--- src/rtl/rupt_controller.sv ---
`default_nettype none
// ============================================================================
// Module   : rupt_controller
// Purpose  : Interrupt arbiter between the memory-block flag register and the
//            CPU sequencer. Picks the highest-priority pending source, presents
//            its AGC vector with a request/ack handshake, pulses the matching
//            interrupt_clear bit and supervises RUPT LOCK (ISR overrun) and
//            starvation (no interrupt taken for too long).
// Ports    : clk, reset          - clock, synchronous active-high reset
//            interrupt_flags[5:0] - pending sources (T3,T4,T5,T6,KEY1,KEY2)
//            rupt_inhibit         - blocks new selection
//            rupt_ack             - CPU took the vector (REQUEST only)
//            rupt_resume          - CPU executed RESUME (ACTIVE only)
//            alarm_clear          - clears both sticky alarms and counters
//            interrupt_clear[5:0] - one-hot one-cycle clear pulse
//            rupt_request         - vector valid
//            rupt_vector[11:0]    - entry address
//            in_rupt              - high while servicing
//            lock_alarm           - sticky ISR overrun alarm
//            starve_alarm         - sticky starvation alarm
// Revision : 1.0 - initial release
// ============================================================================
module rupt_controller #(
  parameter int LOCK_CYCLES = 840000,
  parameter int IDLE_CYCLES = 840000
) (
  input  logic        clk,
  input  logic        reset,
  input  logic [5:0]  interrupt_flags,
  input  logic        rupt_inhibit,
  input  logic        rupt_ack,
  input  logic        rupt_resume,
  input  logic        alarm_clear,
  output logic [5:0]  interrupt_clear,
  output logic        rupt_request,
  output logic [11:0] rupt_vector,
  output logic        in_rupt,
  output logic        lock_alarm,
  output logic        starve_alarm
);

  localparam logic [23:0] LOCK_MAX = 24'(LOCK_CYCLES - 1);
  localparam logic [23:0] IDLE_MAX = 24'(IDLE_CYCLES - 1);

  typedef enum logic [1:0] {
    S_IDLE    = 2'd0,
    S_REQUEST = 2'd1,
    S_ACTIVE  = 2'd2
  } state_t;

  state_t      r_state;
  state_t      w_next_state;
  logic [2:0]  r_sel_idx;
  logic [2:0]  w_win_idx;
  logic [11:0] w_win_vec;
  logic        w_take;
  logic        w_accept;
  logic        w_leave;
  logic [23:0] r_lock_cnt;
  logic [23:0] r_starve_cnt;

  // Fixed priority: T6, T5, T3, T4, KEY1, KEY2.
  always_comb begin
    w_win_idx = 3'd0;
    w_win_vec = 12'o0000;
    if (interrupt_flags[3]) begin
      w_win_idx = 3'd3; w_win_vec = 12'o4004;
    end else if (interrupt_flags[2]) begin
      w_win_idx = 3'd2; w_win_vec = 12'o4010;
    end else if (interrupt_flags[0]) begin
      w_win_idx = 3'd0; w_win_vec = 12'o4014;
    end else if (interrupt_flags[1]) begin
      w_win_idx = 3'd1; w_win_vec = 12'o4020;
    end else if (interrupt_flags[4]) begin
      w_win_idx = 3'd4; w_win_vec = 12'o4024;
    end else if (interrupt_flags[5]) begin
      w_win_idx = 3'd5; w_win_vec = 12'o4030;
    end
  end

  assign w_take   = (r_state == S_IDLE) && !rupt_inhibit && (interrupt_flags != 6'd0);
  assign w_accept = (r_state == S_REQUEST) && rupt_ack;
  assign w_leave  = (r_state == S_ACTIVE) && rupt_resume;

  always_ff @(posedge clk) begin
    if (reset) r_state <= S_IDLE;
    else       r_state <= w_next_state;
  end

  always_comb begin
    w_next_state = r_state;
    case (r_state)
      S_IDLE:    if (w_take)   w_next_state = S_REQUEST;
      S_REQUEST: if (w_accept) w_next_state = S_ACTIVE;
      S_ACTIVE:  if (w_leave)  w_next_state = S_IDLE;
      default:                 w_next_state = S_IDLE;
    endcase
  end

  // Handshake outputs. The vector and winner index are latched only on
  // selection, so they stay frozen for the whole REQUEST phase.
  always_ff @(posedge clk) begin
    if (reset) begin
      interrupt_clear <= 6'd0;
      rupt_request    <= 1'b0;
      rupt_vector     <= 12'o0000;
      in_rupt         <= 1'b0;
      r_sel_idx       <= 3'd0;
    end else begin
      interrupt_clear <= 6'd0;
      if (w_take) begin
        rupt_request <= 1'b1;
        rupt_vector  <= w_win_vec;
        r_sel_idx    <= w_win_idx;
      end
      if (w_accept) begin
        rupt_request    <= 1'b0;
        interrupt_clear <= 6'b000001 << r_sel_idx;
        in_rupt         <= 1'b1;
      end
      if (w_leave) in_rupt <= 1'b0;
    end
  end

  // Supervision counters. The alarm is raised on the cycle after the counter
  // has reached its limit, and the counter then holds there.
  always_ff @(posedge clk) begin
    if (reset || alarm_clear) begin
      r_lock_cnt   <= 24'd0;
      r_starve_cnt <= 24'd0;
      lock_alarm   <= 1'b0;
      starve_alarm <= 1'b0;
    end else begin
      if (r_state == S_ACTIVE) begin
        if (r_lock_cnt == LOCK_MAX) lock_alarm <= 1'b1;
        else                        r_lock_cnt <= r_lock_cnt + 24'd1;
      end else begin
        r_lock_cnt <= 24'd0;
      end

      if (w_accept)                     r_starve_cnt <= 24'd0;
      else if (r_starve_cnt == IDLE_MAX) starve_alarm <= 1'b1;
      else                              r_starve_cnt <= r_starve_cnt + 24'd1;
    end
  end

endmodule
`default_nettype wire

--- config.mk ---
export PLATFORM = sky130hd
export DESIGN_NAME = rupt_controller
export DESIGN_NICKNAME = d
export VERILOG_FILES = /design/src/rtl/rupt_controller.sv
export SDC_FILE = /design/constraint.sdc
export NUM_CORES = 1
export LEC_CHECK = 0
export ABC_AREA = 1
export CORE_ASPECT_RATIO = 1.1
export CORE_MARGIN = 2
export CORE_UTILIZATION = 40
export DETAILED_ROUTE_END_ITERATION = 10
export GPL_ROUTABILITY_DRIVEN = 0
export PLACE_DENSITY = 0.64
export SETUP_SLACK_MARGIN = 0.4
export SYNTH_ARGS = -nofsm -noshare
export SYNTH_HDL_FRONTEND = slang
export SYNTH_SLANG_ARGS = --single-unit
--- constraint.sdc ---
create_clock -name clk -period 1.8 [get_ports clk]
set_input_delay 0.18 -clock clk [delete_from_list [all_inputs] [get_ports clk]]
set_output_delay 0.18 -clock clk [all_outputs]
set_load 0.02 [all_outputs]
## After elaboration in Yosys (flattened, before gate mapping)

Index checks and enable logic that the tools add are counted.

| word-level totals | value |
|---|---|
| logic and storage cells | 54 |
| register bits | 75 |

| cells by class | value |
|---|---|
| shift operators | 1 |
| bitwise logic cells | 2 |
| multiplexer cells | 16 |
| equal/unequal tests | 7 |
| $add $sub $neg | 2 |
| reductions and logical operators | 16 |

Operators with widths:

| operator | number |
|---|---|
| $mux 12 | 6 |
| $add 24x1->24 const B | 2 |
| $eq 24x20->1 const B | 2 |
| $mux 3 | 6 |
| $reduce_or 2->1 | 5 |
| $mux 2 | 3 |
| $ne 2x2->1 const B | 3 |
| $pmux 2 s3 | 1 |
| $reduce_bool 6->1 | 1 |
| $shl 1x3->6 const A | 1 |
| $logic_and 1x1->1 | 4 |
| $reduce_and 2->1 | 2 |
| $reduce_and 3->1 | 1 |
| $eq 2x1->1 const B | 1 |
| $eq 2x2->1 const B | 1 |
| $logic_not 2->1 | 1 |
| $not 1->1 | 2 |
| $logic_not 1->1 | 1 |
| $logic_or 1x1->1 | 1 |

## Depth between registers and ports, before layout

| logic depth | value |
|---|---|
| depth in word-level cells | 6 |
| depth in mapped cells | 9 |
| depth with buffers taken out | 9 |

## Least setup slack after synthesis

No wires, ideal clock.

| timing path | value |
|---|---|
| kind | flip-flop to flip-flop |
| from | register r_starve_cnt[0] |
| to | register r_starve_cnt[0] |
| cell stages (with the launch flop) | 7 |
| setup time | 120 ps |
| slack | 465 ps |
| buffers on the path | 0 |
| arrival | 1215 ps |
| cells stage by stage | dfxtp_1 -> ha_1 -> nand3_2 -> nor2_4 -> nand3_4 -> nand2_1 -> a21oi_1 |

| between the ends | value |
|---|---|
| cells in the longest elaborated chain, start to end | 1 |
| elaborated cells between the ends (all ways) | 2 |
| classes of those cells | 1 x add/sub; 1 x eq/ne |

Ends and longest elaborated chain:

| element | line | source |
|---|---|---|
| start: declaration | 60 | `logic [23:0] r_starve_cnt;` |
| start signal: assignment | 143 | `else r_starve_cnt <= r_starve_cnt + 24'd1;` |
| $add 24x1->24 or $eq 24x20->1 (tied branches) | 143, 142 |  |

Several ways; a longest one is shown, not always the timed one.
A chain may end at the register's enable or synchronous reset.

## Worst setup path in the final report

| timing path | value |
|---|---|
| from | register r_lock_cnt[0] |
| to | register r_lock_cnt[16] |

| between the ends | value |
|---|---|
| cells in the longest elaborated chain, start to end | 1 |
| elaborated cells between the ends (all ways) | 2 |
| classes of those cells | 1 x add/sub; 1 x eq/ne |

Ends and longest elaborated chain:

| element | line | source |
|---|---|---|
| start: declaration | 59 | `logic [23:0] r_lock_cnt;` |
| start signal: assignment | 136 | `else r_lock_cnt <= r_lock_cnt + 24'd1;` |
| $add 24x1->24 or $eq 24x20->1 (tied branches) | 136, 135 |  |

Several ways; a longest one is shown, not always the timed one.

==> qor.yml <==
synth_compound_area_share_pct: 9.36
die_x_um: 93.6
wl_per_cell_um: 11.7
fill_cells: 897
synth_top_area_share_pct: 38.0
path_buf_inv: 1
track_usage_pct: 17.3
grt_max_degree: 21
vias_per_cell: 4.85
insertion_delay_ps: 350
fin_nets: 578
async_reset_ff_share_pct: 0
power.total_w: 0.00328
drive_gt1_share_pct: 17.2
ios: 34
layout_worst_path_cycle_share_pct: 74.9
synth.mux.area_fraction_pct: 0
yosys_warnings: 0
final.setup.tns_ps: 0
coreArea_mm2: 0.00850
wl_um: 7930
grt_first_pass_wirelength_um: 13200
worstHoldPathCells: 2
synth_largest_area_cell: "dfxtp_1"
leakage_nw: 1.52
cap_viol_max_count: 0
drc: 0
first_pass_iters: 4
seq_area_mm2: 0.00137
drtAntennaViolNets: 0
port_buffers: 25
synth-seq-area-share_pct: 38.0
critPathArrivalTime_ps: 1600
slowest_delay_ps: 390
rsz0062_at_grt: "true"
antenna_found_initial: 0
crit_path_cell_trace: "ha_4 > nand3_4 > inv_4 > nand2_4 > nor2_4 > nand2_1 > o21ai_1 > nor2_1"
area_growth_pct: 20.6
cp-start-kind: "register"
finalSetupViolCount: 0
whs_endpoint: "in_rupt"
row_count: 35
design_area_mm2: 0.00426
avgSynthCellArea_um2: 6.68
dp_hpwl_um: 5920
status: "finished, final reports clean"
cp-end-kind: "register"
synthSimpleGateAreaFrac_pct: 39.7
finalHoldViolCount: 0
irDropWorstVdd_mv: 0.439
drtIter0Drc: 99
slowest_stage: "dfxtp_4"
postCtsHoldBufs: 0
antenna_cells: 0
syn_area_mm2: 0.00353
clk_pin_slew_ps: 80
timing.fmax_ghz: 0.742
die_h_um: 103
yosys.area_share.adder_pct: 0.709
grt_remaining_overflow: 0
worstHoldPathType: "in -> reg"
synth_edf_count: 0
yosys-top-cells-area: "dfxtp_1 38%, nand2_1 12%, nor2_1 11%, inv_1 6.6%, a21oi_1 5.7%"
crit_family: "simple AND/OR/NAND/NOR gates"
timing.rr.end: "r_lock_cnt[16]"
numCtsBuffers: 9
synthXorXnorAreaFrac_pct: 2.23
synth_top_flop_cell: "dfxtp_1"
cts_sinks: 67
clockBufferDepth: 2
die_area_mm2: 0.00959
finalMaxSlewViolations: 0
cp_data_required_time_ps: 2050
synth_top_family_by_area: "simple AND/OR/NAND/NOR gates"
rrSetupSlack_ps: 450
r2r_cells: 8
worstSetupPathType: "reg -> reg"
syn_inst: 528
synth_cell_types: 31
start_util_pct: 41.5
r2r-start: "r_lock_cnt[0]"
multi_input_area_mm2: 0.00196
hp-start: "rupt_resume"
fin_skew_ps: 13.8
synth_seq_cells: 67
root_buffer: "clkbuf_8"
grt_pass1_vias: 2997
num_vias: 3301
postPlaceCellArea_mm2: 0.00388
min_period_ps: 1350
power.density_mw_per_mm2: 769
cts_max_level: 3
cp_max_fo: 8
cts_tree: "built"
per-stage QoR:
stage	setup slack [ps]	utilization, %	std cells	hold slack (ps)
after CTS	400	48.7	678	441
final	453	50.1	680	444
after detailed placement	253	45.7	662	464
after global placement	298	45.7	662	449
after global routing	400	50.1	680	487
after floorplan	465	-	535	290
flip-flops by register name, indices dropped and copies added, names as in the netlist, 2 cells and up:
| name | cells |
|---|---|
| interrupt_clear | 6 |
| r_lock_cnt | 24 |
| r_sel_idx | 3 |
| r_starve_cnt | 24 |
| r_state | 2 |
| rupt_vector | 4 |
report_power, final:
group	switching, W	internal (W)	leakage, nW
clock network	0.000645	0.000932	0.124
registers	0.0000197	0.00150	0.553
logic	0.000108	0.0000682	0.842
worst max path at each step:
stage	startpoint	depth (start not counted)	to
after global routing	r_state[1]	7	r_lock_cnt[4]
after CTS	r_lock_cnt[1]	8	r_lock_cnt[16]
final	r_lock_cnt[0]	8	r_lock_cnt[16]
after detailed placement	reset	7	lock_alarm
after floorplan	r_starve_cnt[0]	6	r_starve_cnt[0]
after global placement	reset	7	lock_alarm
logic make-up after synthesis:
group	count (synthesis)
fa+ha+maj	2
simple gates	305
flops	67
buf+inv	80
xor+xnor	9
compound gates	64
other cells	1
cell usage in the layout, fill, tap and decap left out, types with 5 or more instances in the layout:
master,Yosys,layout
nor2_4,8,12
o21ai_1,6,6
nor2_1,100,96
o21ai_0,14,14
inv_2,5,5
dlygate4sd2_1,0,14
clkdlybuf4s50_1,0,11
nand2_2,8,9
a21oi_1,40,40
dfxtp_2,0,19
nand3_1,26,23
xnor2_1,7,7
nand4_1,16,16
nand2_1,110,108
nor2_2,11,11
inv_1,62,61
clkbuf_8,0,9
dfxtp_1,67,46
conb_1,1,8
nor3_1,12,10
buf_4,10,5
synthesized netlist by cell type (6+ instances only):
library cell    n
a21oi_1        40
buf_4          10
dfxtp_1        67
inv_1          62
nand2_1       110
nand2_2         8
nand3_1        26
nand4_1        16
nor2_1        100
nor2_2         11
nor2_4          8
nor3_1         12
o21ai_0        14
o21ai_1         6
xnor2_1         7
what timing repair did:
item | in CTS | in global routing
cloned | 0 | 0
setup buffers | 0 | 2
pin swaps | 2 | 3
setup endpoints to repair | 32 | 42
gates resized for setup | 19 | 42
routing by layer:
| metal | global-route usage [%] | vias to the layer above | share of wire, % |
|---|---|---|---|
| met2 | 30.7 | 46 | 50 |
| met1 | 20.8 | 1496 | 46 |
| met5 | 0 | - | 0 |
| li1 | - | 1750 | - |
| met4 | 6.91 | 0 | 1.5 |
| met3 | 3.07 | 9 | 2.5 |
worst register-to-register path, cell delays in order, from the launching register on:
cell and delay, ps:
dfxtp_4 390, ha_4 160, nand3_4 120, inv_4 90
nand2_4 70, nor2_4 170, nand2_1 80, o21ai_1 130
nor2_1 50
layout make-up:
| class | count | share of cell area (%) |
|---|---|---|
| Clock buffer | 9 | 2.91 |
| Clock inverter | 7 | 2.94 |
| Inverter | 67 | 5.97 |
| Multi-Input combinational cell | 388 | 46.1 |
| Sequential cell | 67 | 32.2 |
| Tap cell | 111 | 3.26 |
| Timing Repair Buffer | 31 | 6.61 |
Note: power is estimated with default switching activity, not from simulation.
==> edit (same settings) <==
Encoding of `state_t`: now one-hot (3 bits for 3 states).
--- a/src/rtl/rupt_controller.sv
+++ b/src/rtl/rupt_controller.sv
@@ -42,10 +42,10 @@
   localparam logic [23:0] LOCK_MAX = 24'(LOCK_CYCLES - 1);
   localparam logic [23:0] IDLE_MAX = 24'(IDLE_CYCLES - 1);
 
-  typedef enum logic [1:0] {
-    S_IDLE    = 2'd0,
-    S_REQUEST = 2'd1,
-    S_ACTIVE  = 2'd2
+  typedef enum logic [2:0] {
+    S_IDLE    = 3'b001,
+    S_REQUEST = 3'b010,
+    S_ACTIVE  = 3'b100
   } state_t;
 
   state_t      r_state;
Behaviour: no difference found for any inputs over 10 cycles, from zero or initial values and one cycle with reset high; not proved beyond that.
==> edit against the original RTL <==
  * First-iteration DRC count is 26% higher
  * Sequential cell count grew 1
  * Synthesized cell count is 0.57% higher
  * Sequential power rose by 3%
  * Area after synthesis down 0.78%
  * Final area up 5.7%
  * Setup slack gained 0.031 ns
  * Power up 1.9%
  * Wire length up 3.5%
==> edit: results (changes against the original RTL) <==
* Max Cap Viol at 0 (unchanged)
* Hold_sp: r_lock_cnt[21]$_SDFFE_PP0P_ (was rupt_resume)
* WL/cell at 11.6 µm (was 11.7 µm)
* Vias in the first global route at 3136 (was 2997)
* Maximum vdd drop at 0.503 mV (was 0.439 mV)
* Register area share after synthesis at 38.9% (was 38.0%)
* Ys Warns at 0 (unchanged)
* Max stage delay cell, worst path: dfxtp_1 (was dfxtp_4)
* Post-synthesis cell type count at 27 (was 31)
* Initial DRC Count at 125 (was 99)
* Leakage at 1.61 nW (was 1.52 nW)
* Largest net degree at the start of global routing at 18 (was 21)
* Dominant cells by area after synthesis: dfxtp_1, nand2_1, nor2_1, inv_1, a21oi_1 (unchanged)
* Synth Flop Type: dfxtp_1 (unchanged)
* Post-DP HPWL at 5950 µm (was 5920 µm)
* Max FO, Critical Path at 5 (was 8)
* CP startpoint: r_starve_cnt[8]$_SDFFE_PP0P_ (was r_lock_cnt[0]$_SDFFE_PP0P_)
* Global-route wire length before repair at 13600 µm (was 13200 µm)
* Layout cell share with drive strength beyond 1 at 20.3% (was 17.2%)
* R2R Path Start: r_starve_cnt[8]$_SDFFE_PP0P_ (was r_lock_cnt[0]$_SDFFE_PP0P_)
* Worst Path Arrival at 1.56 ns (was 1.60 ns)
* Synth cell count leaders: nand2_1, nor2_1, dfxtp_1 (unchanged)
* Status: completed (unchanged)
* Placed Area at 3890 µm² (was 3880 µm²)
* Total track usage at 17.9% (was 17.3%)
* Hold crit path type: flip-flop to flip-flop (was input pin to flip-flop)
* Setup Skew at 0.0143 ns (was 0.0138 ns)
* Nets@finish at 604 (was 578)
* Via Count at 3424 (was 3301)
[edit: changes by cell type in the layout (fill, tap and decap cells not counted), sizes merged, moves of 2 or more]
cell and change:
nor3 +3, buf +21, nor2 -7, nand3b +2, nand2 +11, a21oi -2
or2 -4, nand4 -4, xnor2 +2, inv -4, o21ai +5, clkinvlp +2
[edit: area by class of cell]
class / instances / area (µm²)
multi-input combinational: 394 / 2010
sequential: 68 / 1390
timing repair buffer: 52 / 448
clock inverter: 6 / 111
tap: 111 / 139
fill: 806 / 3950
clock buffer: 10 / 138
inverter: 65 / 260
[edit: kinds of logic after synthesis]
logic type | synth area share (%)
AOI/OAI and AO/OA | 9.79
xor gates and xnor gates | 3.00
adders and majority gates | 0.714
buffers and inverters | 9.18
DFF | 38.9
other | 0.107
and+or+nand+nor | 38.3
[edit: worst register-to-register path, cell delays in order, from the launching register on]
cell     delay, ns
dfxtp_1       0.40
nand2_1       0.11
nor2_2        0.26
nand3_1       0.11
nor2_1        0.12
xor2_1        0.17
nor2_1        0.05
[edit: where the power goes]
part	switching [W]	internal, W	total, W
Combinational	0.000130	0.0000781	0.000208
Sequential	0.0000261	0.00153	0.00156
Clock	0.000613	0.000958	0.00157
[edit: through the flow]
step           std cells  setup slack, ns
5_1_grt              706            0.353
3_5_place_dp         668           0.0812
4_1_cts              690            0.402
6_report             706            0.484
3_3_place_gp         668            0.141
2_1_floorplan        538            0.408
[edit: routing by layer]
metal,GRT usage (%),part of all wire [%],vias up
met5,0,0,-
met4,7.13,1.6,0
met3,3.61,3.1,10
met2,32.1,51,60
met1,21.1,44,1555
li1,-,-,1799
[edit: worst paths after layout]
| kind | endpoint | slack [ns] | cells after the start |
|---|---|---|---|
| setup / recovery | r_starve_cnt[16]$_SDFFE_PP0P_ | 0.48 | 6 |
| hold / removal | r_lock_cnt[21]$_SDFFE_PP0P_ | 0.47 | 2 |
| setup reg to reg | r_starve_cnt[16]$_SDFFE_PP0P_ | 0.48 | 6 |
| hold reg to reg | r_lock_cnt[21]$_SDFFE_PP0P_ | 0.47 | 2 |
[edit: what timing repair did]
| item | 4_1_cts | 5_1_grt |
|---|---|---|
| gates resized for setup | 28 | 53 |
| gates cloned | 0 | 0 |
| pin swaps | 4 | 9 |
| endpoints found under the setup margin | 39 | 54 |
| buffers inserted | 6 | 16 |
